### config.mk
export PLATFORM = sky130hd
export DESIGN_NAME = mac_sequencer
export DESIGN_NICKNAME = d
export VERILOG_FILES = /design/src/rtl/mac_sequencer.sv
export SDC_FILE = /design/constraint.sdc
export NUM_CORES = 1
export LEC_CHECK = 0
export CORE_UTILIZATION = 42
export CTS_CLUSTER_SIZE = 24
export DETAILED_ROUTE_END_ITERATION = 6
export GPL_ROUTABILITY_DRIVEN = 0
export HOLD_SLACK_MARGIN = 0.12
export PLACE_DENSITY = 0.89
export SYNTH_ARGS = -nofsm -noshare
export SYNTH_HDL_FRONTEND = slang
export SYNTH_SLANG_ARGS = --single-unit
### constraint.sdc
create_clock -name clk -period 3.2 [get_ports clk]
set_input_delay 0.64 -clock clk [delete_from_list [all_inputs] [get_ports clk]]
set_output_delay 0.64 -clock clk [all_outputs]
set_load 0.05 [all_outputs]
### src/rtl/mac_sequencer.sv
// rtl/mac_sequencer.sv - dot-product sequencer feeding an external MAC stage
// Optional macro MAC_SEQ_RELU_EN clamps negative results to zero at capture.
package mac_seq_pkg;
  localparam int Q_INT  = 8;
  localparam int Q_FRAC = 8;
  localparam int Q_W    = Q_INT + Q_FRAC;
endpackage

module mac_sequencer
  import mac_seq_pkg::*;
#(
  parameter int ADDR_W = 8,
  parameter int LEN_W  = 8
) (
  input  logic              clk,
  input  logic              rst_n,
  input  logic              start_valid,
  output logic              start_ready,
  input  logic [LEN_W-1:0]  len,
  input  logic [ADDR_W-1:0] x_base,
  input  logic [ADDR_W-1:0] w_base,
  output logic              rd_en,
  output logic [ADDR_W-1:0] x_addr,
  output logic [ADDR_W-1:0] w_addr,
  input  logic [Q_W-1:0]    x_rdata,
  input  logic [Q_W-1:0]    w_rdata,
  output logic [Q_W-1:0]    mac_x,
  output logic [Q_W-1:0]    mac_w,
  output logic              mac_x_select,
  output logic              mac_w_select,
  output logic              mac_reg_enable,
  output logic              mac_acc_loopback,
  input  logic [Q_W-1:0]    mac,
  output logic              result_valid,
  input  logic              result_ready,
  output logic [Q_W-1:0]    result,
  output logic              busy
);

  typedef enum logic [1:0] {IDLE, FETCH, DRAIN, OUT} state_t;

  state_t            state_q, state_d;
  logic [LEN_W-1:0]  k_q, k_d;
  logic [LEN_W-1:0]  len_q, len_d;
  logic [ADDR_W-1:0] x_addr_q, x_addr_d;
  logic [ADDR_W-1:0] w_addr_q, w_addr_d;
  logic              rd_en_q, rd_en_d;
  logic              loop_q, loop_d;
  logic [Q_W-1:0]    result_q, result_d;

  always_comb begin
    state_d  = state_q;
    k_d      = k_q;
    len_d    = len_q;
    x_addr_d = x_addr_q;
    w_addr_d = w_addr_q;
    rd_en_d  = 1'b0;
    loop_d   = 1'b0;
    result_d = result_q;
    case (state_q)
      IDLE: begin
        if (start_valid) begin
          if (len != '0) begin
            state_d  = FETCH;
            k_d      = '0;
            len_d    = len;
            x_addr_d = x_base;
            w_addr_d = w_base;
            rd_en_d  = 1'b1;
          end else begin
            state_d  = OUT;
            result_d = '0;
          end
        end
      end
      FETCH: begin
        // Data for element k returns next cycle; only element 0 starts a fresh sum.
        loop_d = (k_q != '0);
        if (k_q == len_q - LEN_W'(1)) begin
          state_d = DRAIN;
        end else begin
          rd_en_d  = 1'b1;
          k_d      = k_q + LEN_W'(1);
          x_addr_d = x_addr_q + ADDR_W'(1);
          w_addr_d = w_addr_q + ADDR_W'(1);
        end
      end
      DRAIN: begin
`ifdef MAC_SEQ_RELU_EN
        result_d = mac[Q_W-1] ? '0 : mac;
`else
        result_d = mac;
`endif
        state_d = OUT;
      end
      OUT: begin
        if (result_ready) state_d = IDLE;
      end
      default: state_d = IDLE;
    endcase
  end

  always_ff @(posedge clk or negedge rst_n) begin
    if (!rst_n) begin
      state_q  <= IDLE;
      k_q      <= '0;
      len_q    <= '0;
      x_addr_q <= '0;
      w_addr_q <= '0;
      rd_en_q  <= 1'b0;
      loop_q   <= 1'b0;
      result_q <= '0;
    end else begin
      state_q  <= state_d;
      k_q      <= k_d;
      len_q    <= len_d;
      x_addr_q <= x_addr_d;
      w_addr_q <= w_addr_d;
      rd_en_q  <= rd_en_d;
      loop_q   <= loop_d;
      result_q <= result_d;
    end
  end

  assign start_ready      = (state_q == IDLE);
  assign busy             = (state_q != IDLE);
  assign result_valid     = (state_q == OUT);
  assign result           = result_q;
  assign rd_en            = rd_en_q;
  assign x_addr           = x_addr_q;
  assign w_addr           = w_addr_q;
  assign mac_x            = x_rdata;
  assign mac_w            = w_rdata;
  assign mac_x_select     = 1'b1;
  assign mac_w_select     = 1'b1;
  assign mac_reg_enable   = 1'b0;
  assign mac_acc_loopback = loop_q;

endmodule

==> flow_metrics.py <==
metrics = {
    "die": {
        "ios": 148,
        "die-area_um2": 8230,
        "num_rows": 31,
        "die_y_um": 90.7,
        "start_util_pct": 44.4,
        "core_area_um2": 7450,
        "die_w_um": 90.7,
    },
    "global_routing": {
        "grt.overflow.total": 0,
        "grt_pass1_vias": 2810,
        "grt.total_usage_pct": 20.2,
        "antenna_found_initial": 0,
        "grt_pass1_wl_um": 13600,
        "grt_start_max_net_pins": 33,
    },
    "routing": {
        "post-route-drc-count": 0,
        "via_per_inst": 5.60,
        "ant_nets": 0,
        "drt_iter0_markers": 184,
        "dr.pass1.iters": 5,
        "wl_per_cell_um": 15.9,
        "drt-total-wl_um": 8150,
        "num_vias": 2875,
    },
    "power_and_ir_drop": {
        "p_leak_uw": 0.00183,
        "p_comb_share_pct": 6.9,
        "pwr-share-clk_pct": 36.6,
        "p_int_uw": 929,
        "p_per_area_nw_per_um2": 285,
        "vdd.ir_drop.worst_mv": 0.220,
        "p_sw_uw": 234,
        "swShare_pct": 20.1,
        "seqPwrFrac_pct": 56.5,
    },
    "synthesis": {
        "synthesis.area_um2": 3300,
        "synthCells": 372,
        "yosys.cell_types.count": 53,
        "synthArstFlopShare_pct": 100,
        "seq_area_frac_synth_pct": 39.4,
        "ys_seq_elements": 52,
        "yosysWarnings": 0,
        "syn_area_per_cell_um2": 8.88,
        "synth_ff_type": "dfrtp_1",
        "synth_edf_count": 0,
    },
    "clock_tree": {
        "clockRootBuffer": "clkbuf_8",
        "postCtsSetupRepairBufs": 0,
        "post_cts_resized": 0,
        "worstSkewPairLatency_ps": 300,
        "cts_made_buffers": 5,
        "clock_path_buffers": 2,
        "clkSinkCount": 52,
        "cts_tree": "yes",
        "clk_transition_reported_paths_ps": 80,
        "ctsHoldBuffers": 0,
        "ctsHtreeMaxLevel": 2,
    },
    "setup_path": {
        "r2r_cells": 8,
        "crit_required_ps": 3420,
        "startpoint_type": "register",
        "reg2reg_to": "state_q[0]$_DFFE_PN0P_",
        "max_stage_delay_ps": 490,
        "reg2reg_slack_ps": 270,
        "arrival_ps": 3150,
        "r2r_start": "len_q[0]$_DFFE_PN0P_",
        "critPathSlowestCell": "a222oi_1",
        "path_cells": "inv_1 -> ha_1 -> or3b_4 -> or4_4 -> a211oi_4 -> nand3_4 -> a222oi_1 -> mux2i_1",
        "crit_fanout": 13,
        "endpoint_kind": "register",
        "path_class": "register to register",
    },
    "sta": {
        "worst_slack_ps": 270,
        "finClkSkew_ps": 10.4,
        "slew_headroom_pct": 28.4,
        "period_needed_ps": 2930,
        "finalHoldViolations": 0,
        "timing.fmax_ghz": 0.341,
        "rsz0062_at_grt": "false",
        "report.final.setup_viol": 0,
        "finalSetupTns_ps": 0,
        "finalCritPeriodShare_pct": 91.6,
        "worst_pin_slew_ps": 1070,
        "drv_slew": 0,
    },
    "finish": {
        "fin_nets": 500,
        "layout-drive-gt1-share_pct": 8.21,
        "layout_commonest_cell": "clkdlybuf4s50_1",
        "areaGrowthSynthToFinish_pct": 23.4,
        "fillers": 659,
        "diodes": 0,
        "mostFrequentLayoutCells": "clkdlybuf4s50_1 (79), dfrtp_1 (52), nand2_1 (46), nor2_1 (23)",
    },
    "worst_hold_path": {
        "hold_path_class": "input port to async pin",
    },
    "run": {
        "maxCapViolCount": 0,
    },
    "placement": {
        "io_buffers": 80,
        "hpwl_um": 5990,
        "pre_cts_slack_ps": 203,
    },
    "outcome": {
        "status": "finished, final reports clean",
    },
}
## metrics by stage
| stage | power [µW] | util, % | hold WS (ps) | instances | instance area [µm²] |
|---|---|---|---|---|---|
| 3_5_place_dp | 751 | 53.4 | 473 | 507 | 3980 |
| 2_1_floorplan | 790 | - | 344 | 373 | 3310 |
| 3_3_place_gp | 750 | 53.4 | 464 | 507 | 3980 |
| 6_report | 1160 | 54.7 | 271 | 513 | 4080 |
| 4_1_cts | 1170 | 54.7 | 275 | 513 | 4080 |
| 5_1_grt | 1200 | 54.7 | 285 | 513 | 4080 |
## cells in the mapped netlist (3+ instances only)
master | count | area, µm²
a211o_1 | 3 | 26.3
a211oi_1 | 8 | 60.1
a21oi_1 | 20 | 100
a221o_1 | 4 | 40.0
a31oi_1 | 8 | 50.1
a41o_1 | 4 | 40.0
and2_1 | 6 | 37.5
and3_1 | 5 | 31.3
buf_2 | 3 | 15.0
buf_4 | 35 | 263
clkbuf_1 | 17 | 63.8
dfrtp_1 | 52 | 1300
ha_1 | 9 | 113
inv_1 | 16 | 60.1
mux2_2 | 9 | 101
mux2i_1 | 8 | 80.1
nand2_1 | 46 | 173
nand2b_1 | 5 | 31.3
nand3_1 | 7 | 35.0
nand4_1 | 3 | 18.8
nor2_1 | 23 | 86.3
nor2b_1 | 4 | 25.0
nor3_1 | 8 | 40.0
nor4b_1 | 3 | 26.3
o21ai_0 | 19 | 95.1
o22ai_1 | 6 | 37.5
or4_1 | 4 | 30.0
xnor2_1 | 6 | 52.6
## layout make-up
cell class | instances | area [µm²] | share of cell area (%)
clock buffers | 5 | 68.8 | 1.69
clock inverters | 1 | 30.0 | 0.737
inverters | 16 | 60.1 | 1.47
multi-input cells | 250 | 1610 | 39.5
flip-flops and latches | 52 | 1300 | 31.9
well taps | 99 | 124 | 3.04
repair buffers | 90 | 883 | 21.7
## how the worst max path moves through the flow
stage	from	to	slack (ps)	depth (start not counted)
after global routing	len_q[0]$_DFFE_PN0P_	state_q[1]$_DFFE_PN0P_	30	8
after global placement	len[5]	w_addr[0]$_DFFE_PN0P_	310	8
after detailed placement	len[5]	w_addr[0]$_DFFE_PN0P_	200	8
after floorplan	len_q[0]$_DFFE_PN0P_	w_addr[5]$_DFFE_PN0P_	560	9
final	len_q[0]$_DFFE_PN0P_	state_q[0]$_DFFE_PN0P_	270	8
after CTS	len_q[0]$_DFFE_PN0P_	state_q[1]$_DFFE_PN0P_	250	8
## kinds of logic after synthesis
| group | share of synthesized area, % |
|---|---|
| AOI/OAI and AO/OA | 18.3 |
| DFF | 39.4 |
| and+or+nand+nor | 19.2 |
| xor gates and xnor gates | 1.86 |
| buffers and inverters | 12.2 |
| muxes | 5.49 |
| other | 0.227 |
| adders and majority gates | 3.41 |
## critical path: cells and delay by family, from the launching register on
kind / cells / cell delay, ps
AO/OA/AOI/OAI: 2 / 870
buffers and inverters: 1 / 80
AND/OR/NAND/NOR: 3 / 1040
multiplexers: 1 / 240
flip-flops: 1 / 450
adder cells (fa/ha/maj): 1 / 170
## registers in the layout, summed over array words and instances, names as in the netlist
| name | cells |
|---|---|
| k_q | 8 |
| state_q | 2 |
| len_q | 8 |
| x_addr | 8 |
| result | 16 |
| rd_en | 1 |
| w_addr | 8 |
| mac_acc_loopback | 1 |
## routing by layer
layer,part of all wire (%),track usage [%]
met1,44,26.7
met2,49,34.2
met3,6.1,3.87
met4,0.75,4.30
met5,0,0
## power groups by stage
stage,clock [µW],combinational [µW],sequential [µW]
after global placement,0,80.7,670
after floorplan,0,121,670
after global routing,460,86.7,657
after CTS,435,81.8,656
after detailed placement,0,81.1,670
final,425,80.6,656
Note: power is estimated with default switching activity, not from simulation.
